<file path="config.mk">
export PLATFORM = sky130hd
export DESIGN_NAME = ofdm_frame_rx_deframer
export DESIGN_NICKNAME = d
export VERILOG_FILES = /design/src/rtl/ofdm_frame_rx_deframer_pkg.sv /design/src/rtl/ofdm_frame_rx_deframer_fch_parser.sv /design/src/rtl/ofdm_frame_rx_deframer.sv
export SDC_FILE = /design/constraint.sdc
export NUM_CORES = 1
export LEC_CHECK = 0
export CORE_MARGIN = 3
export CORE_UTILIZATION = 53
export CTS_BUF_LIST = sky130_fd_sc_hd__clkbuf_16
export DETAILED_ROUTE_END_ITERATION = 12
export PLACE_DENSITY = 0.87
export REMOVE_ABC_BUFFERS = 1
export SLEW_MARGIN = 40
export SYNTH_ARGS = -nofsm -noshare
export SYNTH_HDL_FRONTEND = slang
export SYNTH_HIERARCHICAL = 1
export SYNTH_SLANG_ARGS = --single-unit
</file>
<file path="constraint.sdc">
create_clock -name clk -period 12.7 [get_ports clk]
set_input_delay 1.27 -clock clk [delete_from_list [all_inputs] [get_ports clk]]
set_output_delay 1.27 -clock clk [all_outputs]
set_load 0.02 [all_outputs]
</file>
<file path="src/rtl/ofdm_frame_rx_deframer_pkg.sv">
`timescale 1ns/1ps
`default_nettype none
// ============================================================================
// Module   : ofdm_frame_rx_deframer_pkg
// Purpose  : Shared constants for the OFDM receive deframer: symbol geometry,
//            frame-FSM state encodings, FCH field bit positions and a helper
//            that assembles the split frame-size field.
// Ports    : none (package)
// Revision : 1.0 - initial release
// ============================================================================
package ofdm_frame_rx_deframer_pkg;

  localparam int c_data_size        = 16;
  localparam int c_fft_size         = 256;
  localparam int c_cp_len           = 8;
  localparam int c_max_data_symbols = 255;

  // Frame FSM encodings
  localparam logic [1:0] c_st_idle   = 2'd0;
  localparam logic [1:0] c_st_symbol = 2'd1;
  localparam logic [1:0] c_st_done   = 2'd2;

  // FCH field bit positions
  localparam int c_b0_rep_bit  = 7;   // byte0: repetition[0]
  localparam int c_b0_rsvd_bit = 6;   // byte0: reserved, must be 0
  localparam int c_b1_rep_bit  = 0;   // byte1: repetition[1]

  // FCH byte counter values
  localparam logic [1:0] c_fch_byte0 = 2'd0;
  localparam logic [1:0] c_fch_byte1 = 2'd1;
  localparam logic [1:0] c_fch_byte2 = 2'd2;
  localparam logic [1:0] c_fch_full  = 2'd3;   // all three bytes seen

  // Frame size is split: low nibble in byte1[7:4], high nibble in byte2[3:0]
  function automatic logic [7:0] f_size_join(input logic [3:0] hi, input logic [3:0] lo);
    return {hi, lo};
  endfunction

endpackage
`default_nettype wire

</file>
<file path="src/rtl/ofdm_frame_rx_deframer_fch_parser.sv">
`timescale 1ns/1ps
`default_nettype none
// ============================================================================
// Module   : ofdm_frame_rx_deframer_fch_parser
// Purpose  : Counts the three demapped FCH bytes, latches the frame
//            parameters and flags reserved-bit / oversize errors.
// Ports    : clk, reset (async, active-low)
//            i_clear      - clears byte counter and o_fch_valid
//            i_enable     - bytes accepted only while high
//            i_fch_valid / i_fch_data - demapped FCH byte stream
//            o_frame_size, o_coding, o_repetition, o_subchannel_bitmap
//            o_fch_valid  - level, parameters latched
//            o_byte2_ok   - comb: clean third byte accepted this cycle
//            o_parse_error- comb: accepted byte is malformed
//            o_size_next  - comb: frame size including the byte on the bus
// Revision : 1.0 - initial release
// ============================================================================
module ofdm_frame_rx_deframer_fch_parser
  import ofdm_frame_rx_deframer_pkg::*;
#(
  parameter int MAX_DATA_SYMBOLS = c_max_data_symbols
) (
  input  logic       clk,
  input  logic       reset,
  input  logic       i_clear,
  input  logic       i_enable,
  input  logic       i_fch_valid,
  input  logic [7:0] i_fch_data,
  output logic [7:0] o_frame_size,
  output logic [2:0] o_coding,
  output logic [1:0] o_repetition,
  output logic [5:0] o_subchannel_bitmap,
  output logic       o_fch_valid,
  output logic       o_byte2_ok,
  output logic       o_parse_error,
  output logic [7:0] o_size_next
);

  localparam logic [8:0] c_max = 9'(MAX_DATA_SYMBOLS);

  logic [1:0] r_byte_cnt;
  logic       w_accept;
  logic       w_rsvd0;
  logic       w_rsvd2;
  logic       w_too_big;

  // Bytes beyond the third are silently dropped by saturating the counter
  assign w_accept      = i_enable && i_fch_valid && (r_byte_cnt != c_fch_full);
  assign o_size_next   = f_size_join(i_fch_data[3:0], o_frame_size[3:0]);
  assign w_rsvd0       = (r_byte_cnt == c_fch_byte0) && i_fch_data[c_b0_rsvd_bit];
  assign w_rsvd2       = (r_byte_cnt == c_fch_byte2) && (i_fch_data[7:4] != 4'd0);
  assign w_too_big     = (r_byte_cnt == c_fch_byte2) && ({1'b0, o_size_next} > c_max);
  assign o_parse_error = w_accept && (w_rsvd0 || w_rsvd2 || w_too_big);
  assign o_byte2_ok    = w_accept && (r_byte_cnt == c_fch_byte2) && !o_parse_error;

  always_ff @(posedge clk or negedge reset) begin
    if (!reset) begin
      r_byte_cnt          <= c_fch_byte0;
      o_frame_size        <= 8'd0;
      o_coding            <= 3'd0;
      o_repetition        <= 2'd0;
      o_subchannel_bitmap <= 6'd0;
      o_fch_valid         <= 1'b0;
    end else if (i_clear) begin
      // Parameter fields stay held; only the handshake state restarts
      r_byte_cnt  <= c_fch_byte0;
      o_fch_valid <= 1'b0;
    end else if (w_accept) begin
      r_byte_cnt <= r_byte_cnt + 2'd1;
      case (r_byte_cnt)
        c_fch_byte0: begin
          o_repetition[0]     <= i_fch_data[c_b0_rep_bit];
          o_subchannel_bitmap <= i_fch_data[5:0];
        end
        c_fch_byte1: begin
          o_frame_size[3:0] <= i_fch_data[7:4];
          o_coding          <= i_fch_data[3:1];
          o_repetition[1]   <= i_fch_data[c_b1_rep_bit];
        end
        default: begin
          o_frame_size[7:4] <= i_fch_data[3:0];
          o_fch_valid       <= !o_parse_error;
        end
      endcase
    end
  end

endmodule
`default_nettype wire

</file>
<file path="src/rtl/ofdm_frame_rx_deframer.sv">
`timescale 1ns/1ps
`default_nettype none
// ============================================================================
// Module   : ofdm_frame_rx_deframer
// Purpose  : Strips the cyclic prefix from each received OFDM symbol,
//            forwards the useful samples with symbol framing, and tracks the
//            frame length decoded from the FCH to end the frame.
// Ports    : clk, reset (async, active-low)
//            i_sync, in_valid, in_data_i/q   - sample stream from timing sync
//            fch_valid, fch_data             - FCH bytes from BPSK demapper
//            out_valid, out_data_i/q, out_first, out_last,
//            out_symbol_idx, out_fch_symbol  - useful samples to the FFT
//            o_frame_size, o_coding, o_repetition, o_subchannel_bitmap,
//            o_fch_valid                     - latched frame parameters
//            done_receive, fch_error         - one-cycle frame end pulses
//            o_state                         - FSM state for debug
// Revision : 1.0 - initial release
// ============================================================================
module ofdm_frame_rx_deframer
  import ofdm_frame_rx_deframer_pkg::*;
#(
  parameter int DATA_SIZE        = c_data_size,
  parameter int SYMBOLS_SIZE     = c_fft_size,
  parameter int CP_LENGHT        = c_cp_len,
  parameter int MAX_DATA_SYMBOLS = c_max_data_symbols
) (
  input  logic                 clk,
  input  logic                 reset,
  input  logic                 i_sync,
  input  logic                 in_valid,
  input  logic [DATA_SIZE-1:0] in_data_i,
  input  logic [DATA_SIZE-1:0] in_data_q,
  input  logic                 fch_valid,
  input  logic [7:0]           fch_data,
  output logic                 out_valid,
  output logic [DATA_SIZE-1:0] out_data_i,
  output logic [DATA_SIZE-1:0] out_data_q,
  output logic                 out_first,
  output logic                 out_last,
  output logic [7:0]           out_symbol_idx,
  output logic                 out_fch_symbol,
  output logic [7:0]           o_frame_size,
  output logic [2:0]           o_coding,
  output logic [1:0]           o_repetition,
  output logic [5:0]           o_subchannel_bitmap,
  output logic                 o_fch_valid,
  output logic                 done_receive,
  output logic                 fch_error,
  output logic [1:0]           o_state
);

  localparam int              c_sym_total = SYMBOLS_SIZE + CP_LENGHT;
  localparam int              c_cw        = $clog2(c_sym_total);
  localparam logic [c_cw-1:0] c_cnt_last  = c_cw'(c_sym_total - 1);
  localparam logic [c_cw-1:0] c_cnt_first = c_cw'(CP_LENGHT);
  localparam logic [c_cw-1:0] c_cnt_one   = c_cw'(1);

  logic [1:0]      r_state;
  logic [c_cw-1:0] r_sample_cnt;
  logic [7:0]      r_sym_cnt;

  logic       w_start, w_in_sym, w_samp, w_last, w_useful;
  logic       w_fch_ok, w_done, w_no_fch, w_err, w_clear;
  logic       w_byte2_ok, w_parse_err;
  logic [7:0] w_size_next, w_size_now;
  logic [8:0] w_total, w_completed;

  assign w_start  = (r_state == c_st_idle) && i_sync && in_valid;
  assign w_in_sym = (r_state == c_st_symbol);
  assign w_samp   = w_in_sym && in_valid;
  assign w_last   = w_samp && (r_sample_cnt == c_cnt_last);
  assign w_useful = w_samp && (r_sample_cnt >= c_cnt_first);

  // A third byte arriving this cycle counts as already latched so that a
  // coincident last sample and byte2 resolve to a single completion.
  assign w_fch_ok    = o_fch_valid || w_byte2_ok;
  assign w_size_now  = w_byte2_ok ? w_size_next : o_frame_size;
  assign w_total     = {1'b0, w_size_now} + 9'd1;
  assign w_completed = {1'b0, r_sym_cnt} + {8'd0, w_last};
  // ">=" also covers a late FCH that arrives after enough symbols passed
  assign w_done      = w_in_sym && w_fch_ok && (w_completed >= w_total);
  assign w_no_fch    = w_last && (r_sym_cnt == 8'd1) && !w_fch_ok;
  assign w_err       = w_in_sym && (w_parse_err || w_no_fch);
  assign w_clear     = w_start || w_err;
  assign o_state     = r_state;

  ofdm_frame_rx_deframer_fch_parser #(
    .MAX_DATA_SYMBOLS (MAX_DATA_SYMBOLS)
  ) u_fch_parser (
    .clk                 (clk),
    .reset               (reset),
    .i_clear             (w_clear),
    .i_enable            (r_state != c_st_idle),
    .i_fch_valid         (fch_valid),
    .i_fch_data          (fch_data),
    .o_frame_size        (o_frame_size),
    .o_coding            (o_coding),
    .o_repetition        (o_repetition),
    .o_subchannel_bitmap (o_subchannel_bitmap),
    .o_fch_valid         (o_fch_valid),
    .o_byte2_ok          (w_byte2_ok),
    .o_parse_error       (w_parse_err),
    .o_size_next         (w_size_next)
  );

  always_ff @(posedge clk or negedge reset) begin
    if (!reset) begin
      r_state        <= c_st_idle;
      r_sample_cnt   <= '0;
      r_sym_cnt      <= 8'd0;
      out_valid      <= 1'b0;
      out_data_i     <= '0;
      out_data_q     <= '0;
      out_first      <= 1'b0;
      out_last       <= 1'b0;
      out_symbol_idx <= 8'd0;
      out_fch_symbol <= 1'b0;
      done_receive   <= 1'b0;
      fch_error      <= 1'b0;
    end else begin
      out_valid    <= 1'b0;
      out_first    <= 1'b0;
      out_last     <= 1'b0;
      done_receive <= 1'b0;
      fch_error    <= 1'b0;
      case (r_state)
        c_st_idle: begin
          if (w_start) begin
            r_state      <= c_st_symbol;
            r_sample_cnt <= c_cnt_one;     // sync sample is CP sample 0
            r_sym_cnt    <= 8'd0;
          end
        end
        c_st_symbol: begin
          if (w_err) begin
            fch_error <= 1'b1;
            r_state   <= c_st_idle;
          end else begin
            if (w_samp) begin
              r_sample_cnt <= w_last ? '0 : r_sample_cnt + c_cnt_one;
              if (w_last) r_sym_cnt <= r_sym_cnt + 8'd1;
              // A completion mid-symbol truncates it: that sample is dropped
              if (w_useful && (!w_done || w_last)) begin
                out_valid      <= 1'b1;
                out_first      <= (r_sample_cnt == c_cnt_first);
                out_last       <= w_last;
                out_data_i     <= in_data_i;
                out_data_q     <= in_data_q;
                out_symbol_idx <= r_sym_cnt;
                out_fch_symbol <= (r_sym_cnt == 8'd0);
              end
            end
            if (w_done) begin
              done_receive <= 1'b1;
              r_state      <= c_st_done;
            end
          end
        end
        c_st_done: r_state <= c_st_idle;
        default:   r_state <= c_st_idle;
      endcase
    end
  end

endmodule
`default_nettype wire
</file>
==> results.tsv <==
metric	value	unit
Final Wtd Congestion	0.8693	
Vert. Die Dim	97.34	um
starting utilization of the core area	55.78	%
number of detailed-routing iterations run before antenna repair	4	
count of endpoints failing hold in the final timing report	0	
detailed-route wire length per cell	16.21	um
total number of nets in the final design	551	
PwrDens	231.9	mW/mm^2
max-slew violation count	0	
die area	0.009475	mm^2
required time at the worst-slack endpoint	12.91	ns
async set-or-reset flop fraction in the synthesized netlist	100.0	%
HPWL after detailed placement	6.789	mm
total wirelength of the detailed-routed design	9.598	mm
number of clock sinks seen by CTS	87	
Setup Total Neg Slack	0	ns
Critical Path Start Type	input pin	
maximum net fanout on the critical path	43	
count of buffers from port buffering	112	
period utilization	41.85	%
TritonCTS clock tree	done	
Detailed Route Iter0 Violations	197	
count of buffers added by post-CTS timing repair for setup	0	
final std cells w/o fill	592	
Max Cap Viol	0	
slowest stage delay, CP	0.64	ns
post-synth cell types	51	
total DRC errors in the routed layout	0	
final-layout fill cell count	527	
floorplan core area	0.007928	mm^2
cell types occupying the most area after synthesis	dfrtp_1 49%, mux2_2 15%, ha_1 5.9%	
Max Clock Freq	0.1881	GHz
fraction of post-synthesis cell area in the top cell type by area	49.24	%
horizontal die dimension	97.34	um
flip-flop and latch count after synthesis	87	
leading cell types by count after synthesis	87 x dfrtp_1, 60 x mux2_2, 23 x nor2_1	
Synth-to-Final Area Change	32.97	%
met2 GRT Util	35.08	%
area of the mapped netlist	0.004422	mm^2
number of vias in the routed layout	3305	
overall global routing resource usage	21.14	%
family with the most delay on the worst path	simple AND/OR/NAND/NOR gates	
slew at the pin closest to its max-slew limit	0.8276	ns
final critical path time including I/O delays and setup	5.315	ns
most repeated cell in the gate-level netlist after synthesis	dfrtp_1	
remaining max-slew budget at the tightest pin	44.77	%
category of the critical setup timing path	in -> reg	
setup skew after layout	0.01153	ns
buffer type at the clock tree root	clkbuf_16	
first-pass GRT wire length	16.32	mm
Placed Cells incl. Taps	576	
worst min-delay path class	reg -> reg	
number of enable flip-flop cells after synthesis	0	
type of destination of the critical path	flip-flop	
global routing met3 resource utilization	6.533	%
largest net degree at the start of global routing	88	
highest-delay cell along the critical path	nor2_2	
outcome	finished clean	
remaining number of nets flagged by the antenna check after routing	0	
proportion of layout cells with a drive suffix above 1	18.57	%
H-tree level count	3	
Post-CTS Hold Buffers	0	
number of antenna violations at the first check in global routing	0	
count of synthesis-stage warnings from yosys	6	
Ports	113	
GR Overflow Total	0	
number of cells produced by synthesis	379	
number of buffers and inverters on the critical path	2	
mean area per synthesized cell	11.67	um^2
sequence of cells on the critical path	clkdlybuf4s50_1, nor4_1, nand2_1, nor2_2, mux2i_1, a21oi_1, nor2b_1, nand2_1, xnor2_1, ha_1, o21a_1, o22ai_1, or2_2, o21ai_4, buf_4, mux2_2	
post-CTS clock slew at the launch and capture registers of the worst setup and hold paths	0.06	ns
antenna cells	0	
fraction of met1 tracks used by global routing	25.77	%
total CTS buffers	9	
cell type with the highest occurrence count on the critical path	nand2_1	
library cell occupying the most area in the post-synthesis netlist	dfrtp_1	
post-synthesis sequential area ratio	49.24	%
static leakage power	2.611	nW
most frequently used flop master after synthesis	dfrtp_1	
maximum ir drop on the vdd rail	0.0001524	V
arrival time of the worst setup path	5.53	ns
Resized cells post-CTS	0	
Placement Rows	32	
Post-Route Utilization	74.16	%
via-per-instance ratio	5.583	
Finish-stage setup viols	0	
number of buffers on the longest clock path	2	
highest-utilization routing layer at the global route stage	met2	
unrepaired setup endpoints after global routing	false	
vias in the first global route	3409	
worst skew pair latency	0.33	ns
-- metal layers --
layer	vias up	part of all wire [%]
met5	-	0
met3	17	8.4
met2	135	49
met1	1584	41
met4	0	1.9
li1	1569	-
-- cell families after synthesis --
kind of cell / count (synthesis) / share of synthesized area (%)
AOI/OAI and AO/OA: 49 / 7.527
xor gates and xnor gates: 19 / 3.763
adders and majority gates: 21 / 5.942
buffers and inverters: 30 / 3.650
DFF: 87 / 49.24
muxes: 64 / 16.19
and+or+nand+nor: 109 / 13.70
-- stage by stage --
step                setup slack [ns]  hold WS (ns)  instance area (um^2)  total power, mW
floorplan                      7.070        0.5104                  4305           0.8151
global placement               6.820        0.4863                  5567            1.077
detailed placement             7.073        0.4930                  5573            1.099
CTS                            7.398        0.5079                  5877            1.375
global route                   7.007        0.5168                  5879            1.451
finish                         7.385        0.5035                  5879            1.364
-- final timing paths --
| path | startpoint | to | slack [ns] | cells after the start |
|---|---|---|---|---|
| setup / recovery | fch_data[6] | out_symbol_idx[3]$_DFFE_PN0P_ | 7.38 | 16 |
| hold / removal | u_fch_parser/o_repetition[0]$_DFFE_PN0P_ | u_fch_parser/o_repetition[0]$_DFFE_PN0P_ | 0.50 | 1 |
| max in group asynchronous | reset | u_fch_parser/o_frame_size[6]$_DFFE_PN0P_ | 11.25 | 1 |
| hold reg to reg | u_fch_parser/o_repetition[0]$_DFFE_PN0P_ | u_fch_parser/o_repetition[0]$_DFFE_PN0P_ | 0.50 | 1 |
| min in group asynchronous | reset | out_data_q[10]$_DFFE_PN0P_ | 0.97 | 1 |
| setup reg to reg | o_state[0]$_DFFE_PN0P_ | out_symbol_idx[3]$_DFFE_PN0P_ | 8.19 | 15 |
-- placed cells by master (no fill, tap or decap), types with 2 or more instances in the layout --
| cell type | instances |
|---|---|
| a211oi_1 | 4 |
| and2_1 | 3 |
| xor2_1 | 11 |
| nand4b_1 | 2 |
| nor2b_1 | 7 |
| and3_1 | 9 |
| or2_2 | 3 |
| nand2b_1 | 3 |
| and3_2 | 2 |
| xnor2_1 | 8 |
| nand4_1 | 6 |
| nor4_1 | 3 |
| inv_1 | 12 |
| nand3b_1 | 3 |
| nand2_2 | 2 |
| a21oi_1 | 17 |
| inv_6 | 2 |
| nand3_1 | 13 |
| o21ai_0 | 11 |
| nor3b_1 | 2 |
| mux2i_1 | 4 |
| dfrtp_1 | 87 |
| nor2_1 | 22 |
| ha_1 | 21 |
| a32oi_1 | 2 |
| or4_1 | 3 |
| o31ai_1 | 2 |
| clkdlybuf4s50_1 | 111 |
| mux2_2 | 60 |
| nand2_1 | 13 |
| clkbuf_16 | 9 |
| a32o_1 | 3 |
| nor3_1 | 6 |
-- sequential cells by signal, summed over array words and instances, names as in the netlist --
name and count:
u_fch_parser/o_coding 3, r_sample_cnt 9, u_fch_parser/o_frame_size 8, out_data_i 16, u_fch_parser/o_subchannel_bitmap 6, out_fch_symbol 1
out_data_q 16, u_fch_parser/o_fch_valid 1, u_fch_parser/r_byte_cnt 2, u_fch_parser/o_repetition 2, r_sym_cnt 8, out_valid 1
done_receive 1, o_state 2, out_first 1, out_symbol_idx 8, out_last 1, fch_error 1
-- where the power goes --
group / switching, mW / leakage [nW] / internal (mW)
logic: 0.311 / 1.35 / 0.322
clock network: 0.110 / 0.146 / 0.155
registers: 0.0821 / 1.12 / 0.383
-- area by class of cell --
class                           count  area (um^2)  area share [%]
Sequential cell                    87         2177           37.03
Clock inverter                      7        78.83           1.341
Tap cell                          102        127.6           2.171
Clock buffer                        9        225.2           3.831
Multi-Input combinational cell    262         2093           35.60
Inverter                           12        45.04          0.7661
Timing Repair Buffer              113         1132           19.26
Note: power is estimated with default switching activity, not from simulation.
